<file path="config.mk">
export PLATFORM = sky130hd
export DESIGN_NAME = filter_mode_ctrl
export DESIGN_NICKNAME = d
export VERILOG_FILES = /design/src/rtl/filter_pkg.sv /design/src/rtl/btn_debounce.sv /design/src/rtl/filter_mode_ctrl.sv
export SDC_FILE = /design/constraint.sdc
export NUM_CORES = 1
export LEC_CHECK = 0
export ABC_AREA = 0
export CAP_MARGIN = 5
export CORE_ASPECT_RATIO = 1.75
export CORE_MARGIN = 4
export CORE_UTILIZATION = 55
export DETAILED_ROUTE_END_ITERATION = 7
export PLACE_DENSITY = 0.76
export SETUP_SLACK_MARGIN = 0.2
export SKIP_CTS_REPAIR_TIMING = 1
export SYNTH_ARGS = -nofsm -noshare
export SYNTH_HDL_FRONTEND = slang
export SYNTH_SLANG_ARGS = --single-unit
</file>
<file path="constraint.sdc">
create_clock -name clk -period 3.3 [get_ports clk]
set_input_delay 0.66 -clock clk [delete_from_list [all_inputs] [get_ports clk]]
set_output_delay 0.66 -clock clk [all_outputs]
set_load 0.05 [all_outputs]
</file>
<file path="src/rtl/filter_pkg.sv">
// Shared mode encoding for the frame-synchronous filter controller and the
// pixel filter datapath.
package filter_pkg;

  localparam logic [1:0] MODE_NORMAL = 2'b00;
  localparam logic [1:0] MODE_GRAY   = 2'b01;
  localparam logic [1:0] MODE_NEG    = 2'b10;

  // Debounce counter width; covers DEBOUNCE_CYCLES up to 2^24-1.
  localparam int CNT_W = 24;

  // Button cycles normal -> gray -> negative -> normal; the unused code 11
  // falls back to normal.
  function automatic logic [1:0] next_mode(input logic [1:0] m);
    logic [1:0] r;
    case (m)
      MODE_NORMAL: r = MODE_GRAY;
      MODE_GRAY:   r = MODE_NEG;
      default:     r = MODE_NORMAL;
    endcase
    return r;
  endfunction

  // Host requests of the unused code 11 are treated as normal.
  function automatic logic [1:0] sanitize_mode(input logic [1:0] m);
    return (m == 2'b11) ? MODE_NORMAL : m;
  endfunction

endpackage

</file>
<file path="src/rtl/btn_debounce.sv">
// Push-button conditioning: 2-FF synchronizer, stability counter and a
// one-cycle press pulse on the 0->1 transition of the debounced level.
module btn_debounce
  import filter_pkg::*;
#(
  parameter int DEBOUNCE_CYCLES = 1_000_000
) (
  input  logic clk,
  input  logic reset,
  input  logic btn_i,
  output logic press_o
);

  localparam logic [CNT_W-1:0] CNT_MAX = CNT_W'(DEBOUNCE_CYCLES - 1);

  logic [1:0]       sync_q,  sync_d;
  logic             level_q, level_d;
  logic [CNT_W-1:0] cnt_q,   cnt_d;
  logic             press_q, press_d;

  // Counter runs only while the synchronized sample disagrees with the
  // debounced level; any agreement restarts the stability window.
  always_comb begin
    sync_d  = {sync_q[0], btn_i};
    level_d = level_q;
    cnt_d   = cnt_q;
    press_d = 1'b0;
    if (sync_q[1] == level_q) begin
      cnt_d = '0;
    end else if (cnt_q == CNT_MAX) begin
      level_d = ~level_q;
      cnt_d   = '0;
      press_d = ~level_q;
    end else begin
      cnt_d = cnt_q + CNT_W'(1);
    end
  end

  // Synchronizer, debounce state and press pulse registers.
  always_ff @(posedge clk) begin
    if (reset) begin
      sync_q  <= 2'b00;
      level_q <= 1'b0;
      cnt_q   <= '0;
      press_q <= 1'b0;
    end else begin
      sync_q  <= sync_d;
      level_q <= level_d;
      cnt_q   <= cnt_d;
      press_q <= press_d;
    end
  end

  assign press_o = press_q;

endmodule

</file>
<file path="src/rtl/filter_mode_ctrl.sv">
// Frame-synchronous filter mode controller: queues a mode from the button
// or the host port and commits it to `select` at the start of vsync.
//
// Host handshake: a request transfers on a rising clk edge where
// cfg_valid && cfg_ready; cfg_ready is low while a mode is queued, and the
// host must hold cfg_valid/cfg_mode stable until the transfer happens.
module filter_mode_ctrl
  import filter_pkg::*;
#(
  parameter int DEBOUNCE_CYCLES = 1_000_000,
  parameter int VS_ACTIVE_LOW   = 1
) (
  input  logic       clk,
  input  logic       reset,
  input  logic       btn,
  input  logic       vsync,
  input  logic       cfg_valid,
  input  logic [1:0] cfg_mode,
  output logic       cfg_ready,
  output logic [1:0] select,
  output logic       pending,
  output logic       mode_changed
);

  localparam logic VS_IDLE = (VS_ACTIVE_LOW != 0);

  logic       press;
  logic       vs_q;
  logic       boundary;
  logic       xfer;
  logic [1:0] base_mode;

  logic [1:0] select_q,  select_d;
  logic [1:0] pend_q,    pend_d;
  logic       pending_q, pending_d;
  logic       changed_q, changed_d;

  btn_debounce #(
    .DEBOUNCE_CYCLES(DEBOUNCE_CYCLES)
  ) u_btn (
    .clk    (clk),
    .reset  (reset),
    .btn_i  (btn),
    .press_o(press)
  );

  // Boundary strobe: the first cycle vsync is seen at its active level.
  assign boundary = VS_IDLE ? (vs_q & ~vsync) : (~vs_q & vsync);
  assign xfer     = cfg_valid & ~pending_q;
  assign base_mode = pending_q ? pend_q : select_q;

  // Commit the queued mode at a boundary, then let a host transfer or a
  // press (host wins) refill the queue in the same cycle.
  always_comb begin
    select_d  = select_q;
    pend_d    = pend_q;
    pending_d = pending_q;
    changed_d = 1'b0;
    if (boundary && pending_q) begin
      select_d  = pend_q;
      pending_d = 1'b0;
      changed_d = (pend_q != select_q);
    end
    if (xfer) begin
      pend_d    = sanitize_mode(cfg_mode);
      pending_d = 1'b1;
    end else if (press) begin
      pend_d    = next_mode(base_mode);
      pending_d = 1'b1;
    end
  end

  // Mode, queue and vsync history registers.
  always_ff @(posedge clk) begin
    if (reset) begin
      vs_q      <= VS_IDLE;
      select_q  <= MODE_NORMAL;
      pend_q    <= MODE_NORMAL;
      pending_q <= 1'b0;
      changed_q <= 1'b0;
    end else begin
      vs_q      <= vsync;
      select_q  <= select_d;
      pend_q    <= pend_d;
      pending_q <= pending_d;
      changed_q <= changed_d;
    end
  end

  assign select       = select_q;
  assign pending      = pending_q;
  assign cfg_ready    = ~pending_q;
  assign mode_changed = changed_q;

endmodule

</file>
# Yosys cells after proc, flatten, opt, wreduce, memory -nomap -nowiden
# Index checks and enable logic that the tools add are counted.
# word_totals
register_bits	35
wordCells	39
# classes
n_addsub	1
eq_ne	5
mux	8
bitwise_logic	8
reduce_logical	8
# ops
op	n
24-bit by 1-bit adder with 24-bit output (second input constant)	1
24-bit by 20-bit equality test with 1-bit output (second input constant)	1
2-bit two-way mux	4
1-bit NOT	6
3-bit OR reduction	2
2-bit case mux with 2 select lines	1
1-bit two-way mux	3
3-bit nonzero test	1
1-bit bitwise AND	2
2-bit by 1-bit equality test with 1-bit output (second input constant)	1
2-bit equality test (second input constant)	1
2-bit logical NOT	1
2-bit != test	1
2-bit AND reduction	1
2-bit nonzero test	1
2-bit OR reduction	1
1-bit equality test	1
1-bit logical AND	1

# Longest topological paths before layout
# depth
ltp_word	6
ltp_mapped	6
ltp_nobuf	4

# Hierarchy
# From an unflattened synthesis, not the netlist that was laid out.
# hier_totals
hier_cells	188
hier_area_um2	1616.6
# by_module_without_submodules
mod	instances	cells_per_inst	area_each_um2
btn_debounce	1	150	1288.7
filter_mode_ctrl	1	38	327.8

# Least setup slack after synthesis
# Ideal clock, no wire load.
# synth_timing
path_type	register -> register
start	register pending_q (netlist: pending)
end	register pend_q[1]
setup_time_ps	95
arrival_time_ps	1667
slack_ps	1538
stages_incl_launch_ff	5
n_path_buf	0
cell_sequence	dfxtp_1 -> inv_1 -> a21oi_1 -> a41oi_1 -> a221oi_1
# synth_via
elab_cells_between_ends	9
# synth_lines
item	line_no	text
start, declared	filter_mode_ctrl.sv:35	logic pending_q, pending_d;
start signal, assigned	filter_mode_ctrl.sv:85	pending_q <= pending_d;
1-bit NOT (*)	n/a	
net cfg_ready	filter_mode_ctrl.sv:19	output logic cfg_ready,
1-bit bitwise AND (*)	filter_mode_ctrl.sv:49	assign xfer = cfg_valid & ~pending_q;
2-bit two-way mux or 2-bit nonzero test (tied branches)	n/a	
end signal, assigned	filter_mode_ctrl.sv:84	pend_q <= pend_d;
end, declared	filter_mode_ctrl.sv:34	logic [1:0] pend_q, pend_d;
# Mark *: on every way through the listed nets, which the timed path passes. The rest lies on a longest branch. The select of a mux whose other input is x is not followed.
# A chain may end at the register's enable or synchronous reset.

# Final worst setup path
# layout_timing
start	register pending_q (netlist: pending)
end	output cfg_ready
# layout_via
elab_chain_cells	1
# layout_lines
item	line_no	text
1-bit NOT	filter_mode_ctrl.sv:92	assign cfg_ready = ~pending_q;
end, declared	filter_mode_ctrl.sv:19	
# Every way passes these cells.

==> flow_summary.rst <==
.. list-table::
   :header-rows: 1

   * - Metric
     - Value
   * - Number of enable-type register cells in the synthesized netlist
     - 0
   * - Nature of the critical path startpoint
     - flop
   * - Proportion of synthesized area in mux cells
     - 0.00616
   * - Time the worst path needs with I/O delays and setup
     - ~2200 ps
   * - Most common cell after layout, fill and taps aside
     - dfxtp_1
   * - DRT Wirelength
     - roughly 3200 µm
   * - Total number of vias
     - between 1000 and 1500
   * - Multi-input combinational cell area
     - roughly 810 µm²
   * - Worst-case clock buffer depth
     - 2
   * - Top fanout value on the critical path
     - 7
   * - Proportion of register bits with asynchronous set or reset after synthesis
     - 0
   * - Inserted Clock Buffers
     - 5
   * - Fillers
     - between 200 and 250
   * - Synth Area in XOR/XNOR
     - 0.0754
   * - Transition time at the pin with the least slew margin
     - between 400 and 500 ps
   * - Core region area
     - roughly 0.0028 mm²
   * - Relative max-transition margin
     - 0.671
   * - Leakage power
     - between 0.5 and 0.6 nW
   * - Max Cap Viol
     - 0
   * - Routability cong.
     - between 0.8 and 0.9
   * - Upper clock frequency limit
     - 446 MHz
   * - Number of standard cells after synthesis
     - roughly 180
   * - Dominant cell type by area after synthesis
     - dfxtp_1
   * - Crit path from
     - pending$_SDFFE_PP0P_
   * - Final count of pins violating max slew
     - 0
   * - Adder-cell area share of the yosys netlist
     - 0.00770
   * - Flops & latches, synth
     - 35
   * - Clock tree from TritonCTS
     - done
   * - Sequential area share after synthesis
     - 0.431
   * - Unrepaired setup endpoints after global routing
     - no
   * - Skew final
     - 7.13 ps
   * - Drt initial violations
     - 29
   * - Ant diodes
     - 0
   * - Die outline area
     - between 0.003 and 0.004 mm²
   * - Worst ir drop on vdd
     - ~0.43 mV
   * - First-pass GRT wire length
     - between 5000 and 6000 µm
   * - Endpoint of the worst-slack reg-to-reg timing path
     - u_btn.cnt_q[22]$_SDFF_PP0_
   * - Final Net Count
     - between 150 and 200
   * - Top area cells in the synthesized netlist
     - dfxtp_1, a21oi_1, xor2_1
   * - Share of the synthesized area in compound gates (AO/OA/AOI/OAI)
     - 0.137
   * - Detailed-route wire length per cell
     - roughly 15 µm
   * - Number of endpoints with negative hold slack in the final report
     - 0
   * - Aggregate global routing overflow
     - 0
   * - H-tree levels
     - 2
   * - Detail Placement HPWL
     - 2310 µm
   * - Vias per cell
     - 6.00
   * - Die H
     - 79.9 µm
   * - Yosys synthesis warning count
     - 0
   * - Portion of synthesized cell area occupied by the leading cell type
     - 0.431
   * - Number of distinct library cell variants in the gate-level netlist after synthesis
     - 40
   * - Pre-CTS setup slack
     - approximately 1300 ps
   * - Share of layout cells above drive strength 1
     - 0.0785
   * - Result of the run
     - finished, final reports clean
   * - Post-route setup TNS
     - 0 ps
   * - Count of input and output buffers
     - 11
   * - Clock slew seen by the registers of the worst setup and hold paths
     - 70 ps
   * - Largest net degree at the start of global routing
     - 25
   * - Critical path class
     - reg -> out
   * - Power after layout
     - between 800 and 900 µW
   * - Synthesis-to-finish area growth
     - 10.9%
   * - Via count of the first global-routing pass
     - 1401
   * - Total routing usage reported by global routing
     - 0.191
   * - Area taken by flip-flops and latches
     - approximately 700 µm²
   * - Initial cell density of the core
     - 0.584
   * - Initial antenna violation count
     - 0
   * - Buffer cell driving the clock tree root
     - clkbuf_8
   * - Share of the clock period used by the worst path after layout
     - 0.679
   * - Reg-to-reg slack, setup
     - approximately 1600 ps
   * - Cell area power density
     - ~470 mW/mm²
   * - Clk_lat worst skew
     - just under 300 ps
   * - Required time worst endpoint
     - 2640 ps
   * - Mean area per synthesized cell
     - just over 9 µm²
   * - DR pass1 iterations
     - 4
   * - Critical path endpoint category
     - output pin
   * - Origin of the critical flop-to-flop path
     - u_btn.cnt_q[2]$_SDFF_PP0_
   * - Hold/Removal Path Class
     - reg -> reg
   * - Top library cells by usage in the layout, fill and taps aside
     - dfxtp_1, nor2_1, a21oi_1, clkdlybuf4s50_1
   * - Final number of setup-violating endpoints
     - 0
   * - Simple-gate area share of the yosys netlist
     - 0.270
   * - Die X
     - between 40 and 50 µm
   * - Antenna violation net count after detailed routing
     - 0
   * - Largest family of logic cells by synthesized area
     - simple AND/OR/NAND/NOR gates
   * - Total number of placement rows
     - 25
   * - Number of DRC violations after detailed routing
     - 0
   * - Final worst slack
     - about 1100 ps
   * - Post-synthesis instance area
     - 0.00163 mm²
   * - Top-level I/O count
     - 12
   * - Logic depth of the worst register-to-register path
     - 4
   * - Critical path data arrival time
     - 1580 ps
   * - Primary flip-flop cell chosen by synthesis mapping
     - dfxtp_1
   * - Crit path to
     - cfg_ready
   * - Number of clock sinks
     - 35
   * - Post-synth net total
     - about 190
==> stage by stage <==
stage                     instances  area [µm²]   util  hold WS [ps]
after floorplan                 179        1630      -           413
after global placement          210        1690  0.607           426
after detailed placement        210        1690  0.607           432
after CTS                       218        1800  0.647           442
after global routing            218        1800  0.647           476
final                           218        1800  0.647           437
==> cells by family (layout without fill, tap and decap cells) <==
| family | Yosys count | after routing |
|---|---|---|
| adder cells (fa/ha/maj) | 1 | 1 |
| multiplexers | 1 | 1 |
| AO/OA/AOI/OAI | 38 | 38 |
| flip-flops | 35 | 35 |
| AND/OR/NAND/NOR | 74 | 74 |
| buffers and inverters | 16 | 28 |
| XOR/XNOR | 14 | 14 |
==> final cells by class <==
class                           count  area share
Clock buffer                        5      0.0382
Clock inverter                      3      0.0243
Inverter                            8      0.0167
Multi-Input combinational cell    128       0.448
Sequential cell                    35       0.389
Tap cell                           27      0.0187
Timing Repair Buffer               12      0.0653
==> cell usage after synthesis, drive strengths merged, types with 6 or more instances <==
cell and number:
dfxtp 35, nor2 19, a21oi 16, nand2 9, o21ai 9, xor2 9, inv 8, nand3 8
nand4 7, or3 7, o31ai 6, or4 6
==> flip-flops by register name, summed over array words and instances (netlist names) <==
name / count
u_btn.sync_q: 2
vs_q: 1
mode_changed: 1
select: 2
u_btn.level_q: 1
u_btn.press_o: 1
pend_q: 2
u_btn.cnt_q: 24
pending: 1
==> routing by layer <==
layer | global-route usage | wire length (µm)
met5 | 0 | 0
met1 | 0.192 | 1230
met3 | 0.0505 | 112
met4 | 0.134 | 76
met2 | 0.335 | 1760
==> worst min path at each step <==
stage	start	to	slack, ps	cells past startpoint
3_3_place_gp	u_btn.cnt_q[0]$_SDFF_PP0_	u_btn.cnt_q[0]$_SDFF_PP0_	430	1
4_1_cts	u_btn.cnt_q[0]$_SDFF_PP0_	u_btn.cnt_q[0]$_SDFF_PP0_	440	1
5_1_grt	u_btn.sync_q[0]$_SDFF_PP0_	u_btn.sync_q[1]$_SDFF_PP0_	480	1
6_report	u_btn.cnt_q[0]$_SDFF_PP0_	u_btn.cnt_q[0]$_SDFF_PP0_	440	1
2_1_floorplan	u_btn.cnt_q[0]$_SDFF_PP0_	u_btn.cnt_q[0]$_SDFF_PP0_	410	1
3_5_place_dp	u_btn.cnt_q[0]$_SDFF_PP0_	u_btn.cnt_q[0]$_SDFF_PP0_	430	1
==> report_power, final <==
group | total (mW) | switching, mW | internal [mW]
logic | 0.0438 | 0.0247 | 0.0192
registers | 0.434 | 0.00569 | 0.428
clock network | 0.376 | 0.152 | 0.225
==> worst max-delay path, stage by stage, from the launching register on <==
cell,delay (ps)
dfxtp_1,370
inv_1,120
clkdlybuf4s50_1,810
(Power assumes the default switching activity.)
==> variant, RTL diff (same settings) <==
Set the package constant `CNT_W` to 48 (it was 24).
--- a/src/rtl/filter_pkg.sv
+++ b/src/rtl/filter_pkg.sv
@@ -8,5 +8,5 @@
 
   // Debounce counter width; covers DEBOUNCE_CYCLES up to 2^24-1.
-  localparam int CNT_W = 24;
+  localparam int CNT_W = 48;
 
   // Button cycles normal -> gray -> negative -> normal; the unused code 11
Function: same outputs for any inputs over 10 cycles, from zero or initial values and one cycle with reset high; that may be too few to reach the edited logic, so the function may still have changed.
==> variant against the original RTL <==
Worst hold slack improved by 0.014 ns. Sequential cell count rose by 24. Total power rose by 67%. Sequential power rose by 67%. Final cell count rose by 78%. Setup slack got worse by 0.067 ns. Area after synthesis rose by 71%. Critical path depth did not move. Die area rose by 60%. Routed wire length rose by 68%. Final area rose by 72%.
==> variant: results (changes against the original RTL) <==
| Metric | Value |
|---|---|
| CTS Buf Count | 9 (+4) |
| Clock skew | 0.00665 ns (-0.000476 ns) |
| Fill cells | 423 (+83%) |
| Aggregate global-route resource usage | 19.0% (-0.076 points) |
| Hold Path Stages | 1 (unchanged) |
| Remaining antenna violation count after routing | 0 (unchanged) |
| Max reg flops | 48 (+100%) |
| Final wirelength | 5.34 mm (+68%) |
| Worst skew pair latency | 0.34 ns (+0.05 ns) |
| Crit path DAT | 1.65 ns (+0.07 ns) |
| Largest net degree at the start of global routing | 49 (+96%) |
| Post-synthesis cell type count | 37 (-7.5%) |
| H-tree depth | 3 (+1) |
| Layout cells sized above 1 | 8.93% (+1.1 points) |
| Root Driver | clkbuf_8 |
| Status | finished clean |
| Lkg Pwr | 1.03 nW (+72%) |
| First-pass GRT wire length | 9.16 mm (+58%) |
| Class of the worst hold path | register to register |
| First-pass iteration count of the detailed router | 4 (unchanged) |
| RD Place Congestion | 0.838 (+3.9%) |
| Vias in the first global route | 2051 (+46%) |
| Synth Warn # | 0 (unchanged) |
| Biggest register | u_btn.cnt_q |
| Clock Path Buffers | 2 (unchanged) |
| Synth top cells by count | 59 x dfxtp_1, 54 x nor2_1, 28 x xor2_1, 23 x nand4_1, 22 x nand3_1 |
| Initial antenna violation count | 0 (unchanged) |
| Synth async-reset ratio | 0% (unchanged) |
| Syn Nets | 326 (+74%) |
| PortBufs | 11 (unchanged) |
| Dpl hpwl | 3.65 mm (+58%) |
| Slew Limit Headroom | 46.9% (-20 points) |
| Placed cell area | 2900 sq um (+72%) |
| Iter 0 DRT Violations | 156 (+440%) |
| Post-synthesis sequential area ratio | 42.6% (-0.49 points) |
| FF-to-FF path depth | 7 (+3) |
| ANT cells | 0 (unchanged) |
| Post-layout nets | 340 (+72%) |
| Clk slew on worst S/H paths | approximately 0.060 ns |
| Peak VDD IR | 438 uV (+1.7%) |
| Crit path max fanout | 8 (+1) |
| Total vias in the final route | 2256 (+73%) |
| Top cells by area, synth | dfxtp_1 43%, xor2_1 8.8%, nor2_1 7.3% |
variant: power breakdown:
part / switching, W / internal, W
registers: 0.00000629 / 0.000718
logic: 0.0000268 / 0.0000204
clock network: 0.000268 / 0.000385
variant: path summary, 6_finish.rpt:
path / slack, ns / start / to
worst min-delay path: 0.45 / u_btn.cnt_q[0] / u_btn.cnt_q[0]
worst max register to register: 1.06 / u_btn.cnt_q[0] / u_btn.cnt_q[42]
worst min register to register: 0.45 / u_btn.cnt_q[0] / u_btn.cnt_q[0]
worst max-delay path: 0.99 / pending / cfg_ready
variant: per-layer routing:
| metal | GRT usage, % | vias to the layer above | part of all wire, % |
|---|---|---|---|
| li1 | - | 1152 | - |
| met1 | 23.2 | 1047 | 43 |
| met2 | 30.5 | 43 | 51 |
| met3 | 4.42 | 14 | 3.7 |
| met4 | 9.48 | 0 | 2.2 |
| met5 | 0 | - | 0 |
variant: cell type report:
cell class	instances	area (sq um)	area share (%)
inverters	7	26.3	0.850
repair buffers	13	125	4.05
clock inverters	2	35.0	1.13
flip-flops and latches	59	1180	38.2
multi-input cells	242	1500	48.5
clock buffers	13	159	5.14
well taps	52	65.1	2.10
variant: worst max-delay path, stage by stage (launching register included):
cell and delay [ns]:
dfxtp_1 0.38, inv_1 0.12, clkdlybuf4s50_1 0.81
variant: cells by family after synthesis:
family	share of synthesized area (%)
buf+inv	3.25
compound gates	5.87
mux	1.08
flops	42.6
simple gates	34.4
xor+xnor	12.3
fa+ha+maj	0.451
variant: per-stage QoR:
step	setup slack, ns	cells
2_1_floorplan	1.43	318
3_3_place_gp	1.09	373
3_5_place_dp	1.02	373
4_1_cts	0.982	388
5_1_grt	0.868	388
6_report	0.992	388
